--- src/rtl/io_dev_decoder.sv ---
// Registered I/O bus fan-out decoder: one-hot device select, ack/data return mux, auto-response for dead slots.
// Optional ACCESS-state ack timeout is built when IO_DEV_TIMEOUT_EN is defined.
module io_dev_decoder #(
  parameter int          NDEV      = 16,
  parameter logic [15:0] DEV_EN    = 16'hFFFF,
  parameter int          TIMEOUT   = 255,
  parameter logic [31:0] DEAD_DATA = 32'hDEADDEAD
) (
  input  logic                 clk_i,
  input  logic                 rst_ni,
  input  logic                 s_cyc_i,
  input  logic                 s_stb_i,
  output logic                 s_ack_o,
  input  logic                 s_we_i,
  input  logic [3:0]           s_sel_i,
  input  logic [31:0]          s_adr_i,
  input  logic [31:0]          s_dat_i,
  output logic [31:0]          s_dat_o,
  output logic [NDEV-1:0]      cs_o,
  output logic                 m_cyc_o,
  output logic                 m_stb_o,
  output logic                 m_we_o,
  output logic [3:0]           m_sel_o,
  output logic [15:0]          m_adr_o,
  output logic [31:0]          m_dat_o,
  input  logic [NDEV-1:0]      dev_ack_i,
  input  logic [32*NDEV-1:0]   dev_dat_i
);

  typedef enum logic [1:0] {IDLE, ACCESS, DEAD, HOLD} state_e;

  state_e           state_q, state_d;
  logic [3:0]       slot_q, slot_d;
  logic             s_ack_q, s_ack_d;
  logic [31:0]      s_dat_q, s_dat_d;
  logic [NDEV-1:0]  cs_q, cs_d;
  logic             m_cyc_q, m_cyc_d;
  logic             m_stb_q, m_stb_d;
  logic             m_we_q, m_we_d;
  logic [3:0]       m_sel_q, m_sel_d;
  logic [15:0]      m_adr_q, m_adr_d;
  logic [31:0]      m_dat_q, m_dat_d;
`ifdef IO_DEV_TIMEOUT_EN
  logic [7:0]       cnt_q, cnt_d;
`endif

  logic [3:0]       req_slot;
  logic             req_ok;
  logic [NDEV-1:0]  req_onehot;
  logic             sel_ack;
  logic [31:0]      sel_dat;
  logic             unused_adr;

  assign req_slot   = s_adr_i[19:16];
  assign req_ok     = (int'(req_slot) < NDEV) && DEV_EN[req_slot];
  assign unused_adr = ^s_adr_i[31:20];

  always_comb begin
    req_onehot = '0;
    sel_ack    = 1'b0;
    sel_dat    = '0;
    for (int i = 0; i < NDEV; i++) begin
      req_onehot[i] = (req_slot == 4'(i));
      if (slot_q == 4'(i)) begin
        sel_ack = dev_ack_i[i];
        sel_dat = dev_dat_i[32*i +: 32];
      end
    end
  end

  always_comb begin
    state_d = state_q;
    slot_d  = slot_q;
    s_ack_d = s_ack_q;
    s_dat_d = s_dat_q;
    cs_d    = cs_q;
    m_cyc_d = m_cyc_q;
    m_stb_d = m_stb_q;
    m_we_d  = m_we_q;
    m_sel_d = m_sel_q;
    m_adr_d = m_adr_q;
    m_dat_d = m_dat_q;
`ifdef IO_DEV_TIMEOUT_EN
    cnt_d   = cnt_q;
`endif
    case (state_q)
      IDLE: begin
        if (s_cyc_i && s_stb_i && !s_ack_q) begin
          slot_d  = req_slot;
          m_we_d  = s_we_i;
          m_sel_d = s_sel_i;
          m_adr_d = s_adr_i[15:0];
          m_dat_d = s_dat_i;
`ifdef IO_DEV_TIMEOUT_EN
          cnt_d   = '0;
`endif
          if (req_ok) begin
            cs_d    = req_onehot;
            m_cyc_d = 1'b1;
            m_stb_d = 1'b1;
            state_d = ACCESS;
          end else begin
            state_d = DEAD;
          end
        end
      end
      ACCESS: begin
`ifdef IO_DEV_TIMEOUT_EN
        cnt_d = cnt_q + 8'd1;
`endif
        // Abort outranks a same-cycle ack so a dropped cycle is never acked.
        if (!s_cyc_i) begin
          cs_d    = '0;
          m_cyc_d = 1'b0;
          m_stb_d = 1'b0;
          m_we_d  = 1'b0;
          m_sel_d = '0;
          m_adr_d = '0;
          m_dat_d = '0;
          state_d = IDLE;
        end else if (sel_ack) begin
          s_ack_d = 1'b1;
          s_dat_d = m_we_q ? 32'h0 : sel_dat;
          cs_d    = '0;
          m_cyc_d = 1'b0;
          m_stb_d = 1'b0;
          state_d = HOLD;
        end
`ifdef IO_DEV_TIMEOUT_EN
        else if (cnt_q + 8'd1 == 8'(TIMEOUT)) begin
          s_ack_d = 1'b1;
          s_dat_d = DEAD_DATA;
          cs_d    = '0;
          m_cyc_d = 1'b0;
          m_stb_d = 1'b0;
          m_we_d  = 1'b0;
          m_sel_d = '0;
          m_adr_d = '0;
          m_dat_d = '0;
          state_d = HOLD;
        end
`endif
      end
      DEAD: begin
        s_ack_d = 1'b1;
        s_dat_d = DEAD_DATA;
        state_d = HOLD;
      end
      HOLD: begin
        if (!s_stb_i) begin
          s_ack_d = 1'b0;
          s_dat_d = '0;
          state_d = IDLE;
        end
      end
      default: state_d = IDLE;
    endcase
  end

  always_ff @(posedge clk_i or negedge rst_ni) begin
    if (!rst_ni) begin
      state_q <= IDLE;
      slot_q  <= '0;
      s_ack_q <= 1'b0;
      s_dat_q <= '0;
      cs_q    <= '0;
      m_cyc_q <= 1'b0;
      m_stb_q <= 1'b0;
      m_we_q  <= 1'b0;
      m_sel_q <= '0;
      m_adr_q <= '0;
      m_dat_q <= '0;
`ifdef IO_DEV_TIMEOUT_EN
      cnt_q   <= '0;
`endif
    end else begin
      state_q <= state_d;
      slot_q  <= slot_d;
      s_ack_q <= s_ack_d;
      s_dat_q <= s_dat_d;
      cs_q    <= cs_d;
      m_cyc_q <= m_cyc_d;
      m_stb_q <= m_stb_d;
      m_we_q  <= m_we_d;
      m_sel_q <= m_sel_d;
      m_adr_q <= m_adr_d;
      m_dat_q <= m_dat_d;
`ifdef IO_DEV_TIMEOUT_EN
      cnt_q   <= cnt_d;
`endif
    end
  end

  assign s_ack_o = s_ack_q;
  assign s_dat_o = s_dat_q;
  assign cs_o    = cs_q;
  assign m_cyc_o = m_cyc_q;
  assign m_stb_o = m_stb_q;
  assign m_we_o  = m_we_q;
  assign m_sel_o = m_sel_q;
  assign m_adr_o = m_adr_q;
  assign m_dat_o = m_dat_q;

endmodule

--- config.mk ---
export PLATFORM = sky130hd
export DESIGN_NAME = io_dev_decoder
export DESIGN_NICKNAME = d
export VERILOG_FILES = /design/src/rtl/io_dev_decoder.sv
export SDC_FILE = /design/constraint.sdc
export NUM_CORES = 1
export LEC_CHECK = 0
export CAP_MARGIN = 20
export CORE_AREA = 2 2 278 280
export CTS_CLUSTER_SIZE = 28
export DETAILED_ROUTE_END_ITERATION = 8
export DIE_AREA = 0 0 280 282
export DONT_BUFFER_PORTS = 1
export SETUP_SLACK_MARGIN = 0.2
export SYNTH_ARGS = -nofsm -noshare
export SYNTH_HDL_FRONTEND = slang
export SYNTH_SLANG_ARGS = --single-unit
--- constraint.sdc ---
create_clock -name clk_i -period 3.05 [get_ports clk_i]
set_input_delay 0.305 -clock clk_i [delete_from_list [all_inputs] [get_ports clk_i]]
set_output_delay 0.305 -clock clk_i [all_outputs]
set_load 0.01 [all_outputs]
# Word-level counts from Yosys, hierarchy flattened
# Memory sizes are Yosys's and may differ from the RTL's.
# Cells that the tools add are included.
# word_totals
ff_bits	109
latch_bits	0
ramBits	0
mem_bits_ro	16
input_bits	601
out_inout_bits	104
word_cells	135
mem_count	1
# mem_list
name	words	word_bits	rd	rd_ports_with_merged_regs	wr	line	rtl
(name not given)	16	1	1	0	0	55	assign req_ok = (int'(req_slot) < NDEV) && DEV_EN[req_slot];
# classes
addsub	0
multipliers	0
n_div	0
order_cmp	1
eq_ne	40
n_shift	0
mux	70
n_bitwise	0
reduce_logical	13
# ops
operator	count
32-bit 2-to-1 mux	22
16-bit 2-to-1 mux	6
32-bit one-hot mux with 3 select lines	1
4-bit equality test, second input constant	16
16-bit one-hot mux with 2 select lines	2
32-bit one-hot mux with 2 select lines	1
4-bit by 3-bit equality test with 1-bit output, second input constant	8
1-bit 2-to-1 mux	26
4-bit by 2-bit equality test with 1-bit output, second input constant	4
2-bit != test, second input constant	6
2-bit 2-to-1 mux	5
4-bit by 1-bit equality test with 1-bit output, second input constant	2
4-bit logical NOT	2
4-bit 2-to-1 mux	2
2-bit one-hot mux with 4 select lines	1
4-bit one-hot mux with 2 select lines	1
4-bit AND reduction	2
3-bit AND reduction	2
4-bit by 5-bit < comparator with 1-bit output, second input constant	1
2-bit equality test, second input constant	2
1-bit one-hot mux with 2 select lines	2
3-bit != test, second input constant	1
1-bit one-hot mux with 3 select lines	1
3-bit nonzero test	1
other kinds (6)	7

# Longest topological paths before layout
# logic_depth
depth_word	21
depth_mapped	11

# Worst setup path before layout
# No wires, ideal clock.
# synth_path
path_kind	reg2reg
from	register slot_q[1]
to	register s_dat_q[31], in the netlist s_dat_o[31]
setup_time_ns	0.125
arrival_time_ns	2.001
t_required_ns	2.925
setup_slack_ns	0.924
stages_incl_launch_ff	10
period_less_slack_ns	2.126
path_cell_list	dfrtp_1 > buf_6 > buf_6 > and3b_1 > a22oi_1 > nand3_1 > and4_4 > a21boi_4 > buf_4 > mux2_2
# synth_between
elab_chain_cells	21
# synth_rtl
item	line	rtl
from (decl)	33	logic [3:0] slot_q, slot_d;
from (signal assigned)	178	slot_q <= slot_d;
4-bit logical NOT	64	if (slot_q == 4'(i)) begin
32-bit 2-to-1 mux (16 in series)	64	
32-bit 2-to-1 mux	123	s_dat_d = m_we_q ? 32'h0 : sel_dat;
32-bit 2-to-1 mux	121	end else if (sel_ack) begin
32-bit 2-to-1 mux	112	if (!s_cyc_i) begin
32-bit one-hot mux with 3 select lines	86	case (state_q)
to (signal assigned)	180	s_dat_q <= s_dat_d;
to (decl)	35	logic [31:0] s_dat_q, s_dat_d;
# Parallel ways exist; a longest one is shown, timed or not. The select of a mux whose other input is x is not followed.
# A chain may end at the register's enable or synchronous reset.

# Worst setup path in the final report
# layout_path
from	register slot_q[2]
to	register s_dat_q[24], in the netlist s_dat_o[24]
# Same word-level chain as after synthesis.

==> reports/summary.log <==
[routing] Routed Wire Length 86.1 mm
[timing] peak clock frequency supported by timing 358 MHz
[synthesis] dominant combinational cell family by area after synthesis compound AO/OA/AOI/OAI gates
[floorplan] # IOs 705
[power_and_ir_drop] pwr/cell area 1340 nW/um^2
[routing] routed vias 10,600
[clock_network] root cell of the clock tree sky130_fd_sc_hd__clkbuf_16
[synthesis] Seq cells post-synth 109
[floorplan] Die Outline Area 79,000 sq um
[global_routing] via count of the first global-routing pass 10,600
[clock_network] CTS Buf Count 9
[setup_path] endpoint type of the worst setup path flip-flop
[timing] share of the cycle needed by the critical path after routing 91.5%
[synthesis] primary flip-flop cell chosen by synthesis mapping sky130_fd_sc_hd__dfrtp_1
[routing] residual antenna-violating net count after detailed routing 0
[routing] Post-route DRC 0
[timing] Final setup viols 0
[synthesis] XOR/XNOR share of the synthesized area 0%
[floorplan] Core Rows 101
[power_and_ir_drop] total power draw 15.4 mW
[routing] Via-to-Cell Ratio 4.94
[setup_path] critical setup path kind flip-flop to flip-flop
[synthesis] post-synthesis share of cell area spent on and, or, nand and nor gates 11.2%
[timing] measured slew at the worst slew-check pin 760 ps
[synthesis] Synth Area in Compound Gates 40.0%
[power_and_ir_drop] leakage dissipation 4.26 nW
[floorplan] horizontal die dimension 280 microns
[setup_path] WP data required 3390 ps
[synthesis] Synth Instances 1,100
[synthesis] number of nets produced by synthesis 1,701
[placement] dpl hpwl 72.2 mm
[clock_network] CTS H-tree lvls 3
[global_routing] total global-route track usage 20.8%
[placement] weighted congestion reported at the end of routability-driven placement 0.956
[timing] RSZ-0062 raised after global routing true
[power_and_ir_drop] Max VDD drop 400 uV
[clock_network] CTS tree yes
[timing] number of hold violations in the final report 0
[setup_path] data arrival time of the critical path 3130 ps
[global_routing] wire length of the first global-routing pass 106 mm
[floorplan] area of the placeable core 75,700 sq um
[finish] area grow syn2layout 24.8%
[worst_hold_path] Hold WC Path Type input pin to flip-flop
[global_routing] GR Overflow Total 0
[global_routing] largest net degree at the start of global routing 110
[synthesis] synthesized area per cell 8.40 sq um
[finish] filler instances 8,676
[routing] final routed wire length divided by cell count 40.3 microns
[status] result of the run finished, final reports clean
[synthesis] area share of fa/ha/maj cells after synthesis 0%
[timing] Max-Slew Margin vs Limit 48.8%
[synthesis] synthesis warning total 0
[setup_path] crit start category flip-flop
[finish] Net count, final 1,728
[floorplan] starting utilization of the core area 12.2%
[timing] Tmin final 2790 ps
[synthesis] number of synthesized flops with an enable pin 0
[job] Max Cap Viol 0
[setup_path] maximum fanout along the worst path 25
[finish] most common cell after layout, fill and taps aside sky130_fd_sc_hd__o21ai_0
[clock_network] clock transition at the register clock pins on the worst setup and hold paths after CTS 110 ps
[finish] proportion of layout cells with a drive suffix above 1 19.3%
[routing] Starting DRT DRC Count 819
[clock_network] latest clock arrival within the worst-skew pair 410 ps
[timing] number of slew-limit violations in the final report 0
[routing] First-pass DRT Iterations 6
[synthesis] async set or reset register ratio after synthesis 100%
[clock_network] Bufs on Longest Clock Path 2
[synthesis] post-synth cell types 71
[clock_network] number of sinks driven by the clock tree 109
[placement] Port Buffers 0
[floorplan] DIE HEIGHT 282 microns
[timing] clock tree skew after final layout 13.4 ps
[global_routing] initial antenna violation count 51
[timing] Total Negative Setup Slacks 0 ps
[finish] top library cells by usage in the layout, fill and taps aside sky130_fd_sc_hd__o21ai_0 (115), sky130_fd_sc_hd__a21oi_1 (111), sky130_fd_sc_hd__buf_4 (110)
[synthesis] sequential share of the synthesized area 29.5%
[synthesis] synthesized area 9240 sq um
[synthesis] share of cell area taken by muxes after synthesis 12.4%
sequential cells by signal, summed over array words and instances (netlist names):
| register | flops |
|---|---|
| m_adr_o | 16 |
| m_stb_o | 1 |
| s_dat_o | 32 |
| m_sel_o | 4 |
| s_ack_o | 1 |
| state_q | 2 |
| slot_q | 4 |
| m_dat_o | 32 |
| m_we_o | 1 |
| cs_o | 16 |
power by group:
part	leakage, nW	internal, mW	switching (mW)
clock network	0.156	0.612	0.827
registers	1.43	2.03	1.16
logic	2.68	3.82	6.98
layer usage:
metal | vias up | track usage [%] | part of all wire [%]
met3 | 238 | 7.56 | 9.7
met2 | 790 | 35.6 | 48
met1 | 5097 | 21.9 | 36
li1 | 4401 | - | -
met5 | - | 0 | 0.24
met4 | 34 | 12.3 | 5.9
critical path, cell delays in order, from the launching register on:
cell and delay [ps]:
sky130_fd_sc_hd__dfrtp_4 600, sky130_fd_sc_hd__buf_6 210, sky130_fd_sc_hd__nor2_4 430, sky130_fd_sc_hd__a31oi_1 230, sky130_fd_sc_hd__o211ai_2 350, sky130_fd_sc_hd__a21boi_4 140
sky130_fd_sc_hd__buf_12 190, sky130_fd_sc_hd__a2111oi_1 430, sky130_fd_sc_hd__a21o_1 130
worst paths after layout:
check | from | end | slack [ps] | depth (start not counted)
setup reg to reg | slot_q[2]$_DFFE_PN0P_ | s_dat_o[24]$_DFFE_PN0P_ | 260 | 8
min in group asynchronous | rst_ni | m_adr_o[8]$_DFFE_PN0P_ | 470 | 2
hold reg to reg | s_dat_o[22]$_DFFE_PN0P_ | s_dat_o[22]$_DFFE_PN0P_ | 570 | 2
max in group asynchronous | rst_ni | slot_q[2]$_DFFE_PN0P_ | 1920 | 2
hold / removal | s_adr_i[15] | m_adr_o[15]$_DFFE_PN0P_ | 30 | 1
setup / recovery | slot_q[2]$_DFFE_PN0P_ | s_dat_o[24]$_DFFE_PN0P_ | 260 | 8
through the flow:
step	worst slack [ps]	cell area, sq um	util [%]	instances	hold slack (ps)
after floorplan	924	9240	-	1100	9.41
after global placement	-137	10900	14.5	2085	13.8
after detailed placement	-143	10900	14.5	2085	13.0
after CTS	47.7	11400	15.1	2109	1.13
after global routing	188	11500	15.2	2135	15.2
final	258	11500	15.2	2139	28.5
synth_stat cells, drive strengths merged (15+ instances only):
library cell / number / share of area (%)
o21ai: 122 / 6.6
a21oi: 114 / 6.3
dfrtp: 109 / 30
nand2: 99 / 4.1
a22o: 69 / 6.5
buf: 69 / 4.5
nor2: 68 / 2.8
mux2i: 51 / 5.5
clkbuf: 44 / 1.8
a22oi: 32 / 2.6
a221oi: 26 / 2.5
o22ai: 26 / 1.8
a31oi: 22 / 1.5
mux2: 22 / 2.7
mux4: 17 / 4.1
a211oi: 15 / 1.2
cell type report:
class	count	area (sq um)	share of cell area, %
timing repair buffer	129	1120	9.70
inverter	15	56.3	0.488
tap	978	1220	10.6
clock inverter	7	96.3	0.836
antenna	29	72.6	0.630
multi-input combinational	863	5990	52.0
sequential	109	2740	23.8
clock buffer	9	225	1.95
what timing repair did:
action,CTS,global route
pin swaps,1,0
hold endpoints to repair,114,0
setup endpoints to repair,21,19
hold buffers,7,0
buffers inserted,1,1
gates resized for setup,12,13
logic make-up (layout without fill, tap and decap cells):
| logic type | after synthesis | in the layout |
|---|---|---|
| buffers and inverters | 128 | 160 |
| muxes | 90 | 90 |
| other | 0 | 29 |
| and+or+nand+nor | 232 | 232 |
| DFF | 109 | 109 |
| AOI/OAI and AO/OA | 541 | 541 |
Note: power is estimated with default switching activity, not from simulation.
